## config.mk

```make
export PLATFORM = sky130hd
export DESIGN_NAME = pipe_stage_skid
export DESIGN_NICKNAME = d
export VERILOG_FILES = /design/src/rtl/pipe_stage_skid.sv
export SDC_FILE = /design/constraint.sdc
export NUM_CORES = 1
export LEC_CHECK = 0
export CORE_MARGIN = 4
export CORE_UTILIZATION = 35
export DETAILED_ROUTE_END_ITERATION = 12
export MAX_ROUTING_LAYER = met4
export PLACE_DENSITY_LB_ADDON = 0.25
export REMOVE_ABC_BUFFERS = 1
export SLEW_MARGIN = 10
export SYNTH_ARGS = -nofsm -noshare
export SYNTH_HDL_FRONTEND = slang
export SYNTH_SLANG_ARGS = --single-unit
```

## constraint.sdc

```tcl
create_clock -name clk -period 1.8 [get_ports clk]
set_input_delay 0.18 -clock clk [delete_from_list [all_inputs] [get_ports clk]]
set_output_delay 0.18 -clock clk [all_outputs]
set_load 0.1 [all_outputs]
```

## src/rtl/pipe_stage_skid.sv

```systemverilog
// Pipeline register stage with optional two-entry skid buffer.
// SKID=1 decouples in_ready from out_ready; SKID=0 is a single-entry stall stage.
module pipe_stage_skid #(
  parameter int DATA_W = 64,
  parameter int CTRL_W = 8,
  parameter int SKID   = 1
) (
  input  logic              clk,
  input  logic              reset,
  input  logic              flush,
  input  logic              in_valid,
  output logic              in_ready,
  input  logic [CTRL_W-1:0] in_ctrl,
  input  logic [DATA_W-1:0] in_data,
  output logic              out_valid,
  input  logic              out_ready,
  output logic [CTRL_W-1:0] out_ctrl,
  output logic [DATA_W-1:0] out_data,
  output logic [1:0]        occupancy
);

  // Encoding doubles as the occupancy count.
  typedef enum logic [1:0] {
    ST_EMPTY = 2'd0,
    ST_ONE   = 2'd1,
    ST_TWO   = 2'd2
  } state_t;

  state_t            r_state;
  logic [CTRL_W-1:0] r_main_ctrl;
  logic [DATA_W-1:0] r_main_data;
  logic [CTRL_W-1:0] r_skid_ctrl;
  logic [DATA_W-1:0] r_skid_data;
  logic              w_in_ready;
  logic              w_in_xfer;

  generate
    if (SKID != 0) begin : g_skid
      // Pure state decode: no combinational path from out_ready.
      assign w_in_ready = (r_state != ST_TWO);
    end else begin : g_stall
      assign w_in_ready = (r_state == ST_EMPTY) || out_ready;
    end
  endgenerate

  assign w_in_xfer = in_valid && w_in_ready;

  assign in_ready  = w_in_ready;
  assign out_valid = (r_state != ST_EMPTY);
  assign occupancy = r_state;
  // Bubbles must never carry enables downstream.
  assign out_ctrl  = out_valid ? r_main_ctrl : '0;
  assign out_data  = r_main_data;

  always_ff @(posedge clk) begin
    if (reset) begin
      r_state     <= ST_EMPTY;
      r_main_ctrl <= '0;
      r_main_data <= '0;
      r_skid_ctrl <= '0;
      r_skid_data <= '0;
    end else if (flush) begin
      r_state <= ST_EMPTY;
    end else begin
      unique case (r_state)
        ST_EMPTY: begin
          if (w_in_xfer) begin
            r_main_ctrl <= in_ctrl;
            r_main_data <= in_data;
            r_state     <= ST_ONE;
          end
        end
        ST_ONE: begin
          if (w_in_xfer && out_ready) begin
            r_main_ctrl <= in_ctrl;
            r_main_data <= in_data;
          end else if (w_in_xfer && SKID != 0) begin
            r_skid_ctrl <= in_ctrl;
            r_skid_data <= in_data;
            r_state     <= ST_TWO;
          end else if (out_ready) begin
            r_state <= ST_EMPTY;
          end
        end
        ST_TWO: begin
          if (out_ready) begin
            r_main_ctrl <= r_skid_ctrl;
            r_main_data <= r_skid_data;
            r_state     <= ST_ONE;
          end
        end
        default: r_state <= ST_EMPTY;
      endcase
    end
  end

endmodule
```

After elaboration in Yosys (flattened, before gate mapping)
Index checks and enable logic that the tools add are counted.
{"block": "totals", "regBits": 146, "output_inout_bits": 76, "inputBits": 77, "wordCells": 39}
{"block": "op_classes", "reduce_logical": 9, "bitwise": 2, "n_mux": 15, "n_eq_ne": 8}
{"cell": "$mux 64", "count": 3}
{"cell": "$pmux 64 s3", "count": 1}
{"cell": "$mux 8", "count": 4}
{"cell": "$pmux 8 s3", "count": 1}
{"cell": "$mux 2", "count": 5}
{"cell": "$ne 2x2->1 const B", "count": 5}
{"cell": "$reduce_and 4->1", "count": 2}
{"cell": "$pmux 2 s3", "count": 1}
{"cell": "$reduce_and 5->1", "count": 1}
{"cell": "$ne 3x3->1 const B", "count": 1}
{"cell": "$reduce_bool 3->1", "count": 1}
{"cell": "$eq 2x1->1 const B", "count": 1}
{"cell": "$eq 2x2->1 const B", "count": 1}
{"cell": "$logic_and 1x1->1", "count": 2}
{"cell": "$logic_not 2->1", "count": 1}
{"cell": "$not 1->1", "count": 2}
{"cell": "$reduce_bool 2->1", "count": 1}
{"cell": "$reduce_or 2->1", "count": 1}

Longest topological paths before layout
{"block": "logic_depth", "word_depth": 5, "ltp_mapped": 6, "mapped_depth_nobuf": 4}

Least setup slack after synthesis
No wires, ideal clock.
{"block": "synth_path", "path_kind": "register -> output", "start": "register r_state[1] (netlist: occupancy[1])", "end": "output port out_ctrl[0]", "path_buffers": 0, "required_ps": 1620, "arrival_time_ps": 2773, "stages_incl_launch_ff": 3, "path_slack_ps": -1153, "cell_sequence": "dfxtp_1 > nor2_1 > nor2b_1"}
{"block": "synth_via", "elab_chain_cells": 2}
{"item": "from (decl)", "line_no": "29", "rtl": "state_t r_state;"}
{"item": "from (signal assigned)", "line_no": "57", "rtl": "r_state <= ST_EMPTY;"}
{"item": "from (signal assigned)", "line_no": "63", "rtl": "r_state <= ST_EMPTY;"}
{"item": "from (signal assigned)", "line_no": "70", "rtl": "r_state <= ST_ONE;"}
{"item": "$reduce_bool 2->1", "line_no": "49", "rtl": "assign out_valid = (r_state != ST_EMPTY);"}
{"item": "$mux 8", "line_no": "52", "rtl": "assign out_ctrl = out_valid ? r_main_ctrl : '0;"}
{"item": "to (decl)", "line_no": "17", "rtl": "output logic [CTRL_W-1:0] out_ctrl,"}
No other way between the ends.

Worst setup path after layout
{"block": "layout_path", "start": "register r_state[1] (netlist: occupancy[1])", "end": "output port out_ctrl[4]"}
Same word-level chain as after synthesis.

==> impl_metrics.yaml <==
outcome:
  status: "finished clean"
routing:
  dr.pass1.iters: 4
  via_per_inst: 4.91
  final_antenna_net_count: 0
  drc_errors: 0
  wl_per_cell_um: 14.9
  wirelength_um: 17100
  vias: 5650
  drt-initial-drc-count: 207
setup_path:
  worst-setup-path-type: "flip-flop to primary output"
  crit_path_end_kind: "primary output"
  critPathSlowestCell: "dfxtp_1"
  arrival_ns: 1.57
  cp_max_fo: 7
  r2r_start: "occupancy[1]"
  critical_path.startpoint_type: "flip-flop"
  crit_chain: "buf_4 -> nor2_2 -> buf_4 -> nor2b_1 -> buf_12"
  cp-startpoint: "occupancy[1]"
  required_ns: 1.62
  cp_slowest_stage_delay_ns: 0.32
  cpMostUsedCell: "buf_4"
place:
  hpwl_um: 11000
  place_ws_ns: -0.0189
  numPortBuffers: 152
  gp_congestion: 0.743
cells_and_area:
  final_common_cell: "dfxtp_1"
  final_cell_mix: "dfxtp_1 (145), nand2_1 (136), nor2b_1 (77)"
  fin_util: 0.472
  synthToLayoutAreaGrowth_pct: 33.0
  diodes: 0
  regArea_um2: 2920
  layout.nets: 950
  multi_input_area_um2: 3450
  fillers: 1843
  drive_gt1_frac: 0.205
pwr:
  p_leak_nw: 3.84
  power.total_w: 0.00837
  irDropWorstVdd_v: 0.000621
  power.density_nw_per_um2: 911
clocking:
  clk_pin_slew_ns: 0.06
  clock_latency_ns: 0.41
  clock_path_buffers: 2
  htreeDepth: 4
  cts_made_buffers: 17
  cts_root_buf: "clkbuf_16"
  cts_setup_buffers: 0
  cts_sinks: 146
  cts_tree: "yes"
global_routing:
  grt_pass1_wl_um: 27600
  gr-total-overflow: 0
  grt_max_degree: 109
  track_usage: 0.157
  first_global_vias: 5210
  antenna_found_initial: 0
die:
  ioPinCount: 153
  rows: 51
  die-area_um2: 22100
  initial_core_util: 0.355
  dieWidth_um: 149
  die_h_um: 149
  coreArea_um2: 19500
sta:
  final.setup.tns_ns: 0
  drv_slew: 0
  post-route-min-period_ns: 1.75
  slew_headroom: 0.661
  finalHoldViolations: 0
  max_freq_mhz: 573
  setup_viol: 0
  fin_worst_skew_ns: 0.00635
  setup_slack_ns: 0.0540
  fin_crit_sh: 0.970
  worst_pin_slew_ns: 0.509
  rsz0062_at_grt: "true"
logic_synthesis:
  seq_area_frac_synth: 0.423
  synth_area_um2: 6910
  netlist_instances: 753
  synth_seq_cells: 146
  yosysUniqueCellTypes: 31
  syn_area_per_cell_um2: 9.18
  synth_warnings: 0
hold_path:
  hold_start: "reset"
  hold_class: "input pin to flip-flop"
job:
  maxCapViolCount: 0
[worst max-delay path: cells and delay by family (launching register included)]
| family | cells | cell delay [ns] |
|---|---|---|
| flops | 1 | 0.32 |
| buf+inv | 3 | 0.56 |
| simple gates | 2 | 0.28 |
[Yosys cell counts, drive strengths merged]
cell / count / area share
or3: 1 / 0.00091
inv: 1 / 0.00054
o22a: 1 / 0.0013
mux2i: 72 / 0.10
and3b: 1 / 0.0013
o41ai: 72 / 0.11
o21ai: 72 / 0.052
dfxtp: 146 / 0.42
nor2b: 81 / 0.074
a2111oi: 1 / 0.0014
nand2b: 3 / 0.0042
clkbuf: 38 / 0.021
nor2: 1 / 0.00054
buf: 40 / 0.058
o21a: 1 / 0.0011
a21oi: 74 / 0.061
nor3: 2 / 0.0031
nand2: 146 / 0.083
[registers in the layout, summed over array words and instances (netlist names)]
register	flops
r_skid_ctrl	8
occupancy	2
out_data	64
r_skid_data	64
r_main_ctrl	8
[per-stage QoR]
stage	hold slack, ns	cells	cell area, um^2
after detailed placement	0.446	1119	8580
after global placement	0.440	1119	8580
after floorplan	0.242	675	6360
final	0.162	1151	9190
after CTS	0.144	1151	9180
after global routing	0.168	1151	9190
[kinds of logic after synthesis]
logic type,Yosys count,synth area share
and+or+nand+nor,235,0.167
DFF,146,0.423
muxes,72,0.104
AOI/OAI and AO/OA,221,0.226
buffers and inverters,79,0.0797
[power by group]
part	internal (W)	total, W	switching [W]	leakage [nW]
Combinational	0.000459	0.00145	0.000987	2.37
Clock	0.00219	0.00354	0.00135	0.282
Sequential	0.00333	0.00338	0.0000522	1.19
Total	0.00598	0.00837	0.00239	3.84
[routing by layer]
metal | up-vias | global-route usage | wire [um]
li1 | 2910 | - | -
met1 | 2599 | 0.214 | 8420
met2 | 124 | 0.236 | 7630
met3 | 17 | 0.0320 | 843
met4 | 0 | 0.0508 | 204
met5 | - | - | 0
[area by class of cell]
class                      instances  share of cell area
inverter                           1            0.000409
clock buffer                      24              0.0535
sequential                       146               0.318
clock inverter                     8              0.0110
tap                              265              0.0361
timing repair buffer             179               0.205
multi-input combinational        528               0.376
[worst paths after layout]
check,end,slack (ns),cells after the start
setup / recovery,out_ctrl[4],0.05,5
hold / removal,r_skid_data[45],0.16,2
setup reg to reg,out_data[44],0.26,6
hold reg to reg,r_skid_data[3],0.45,2
[what timing repair did]
item / in CTS / in global routing
hold buffers: 0 / 0
endpoints found under the setup margin: 7 / 6
resized for setup: 2 / 3
endpoints found under the hold margin: 0 / 0
(Power assumes the default switching activity.)
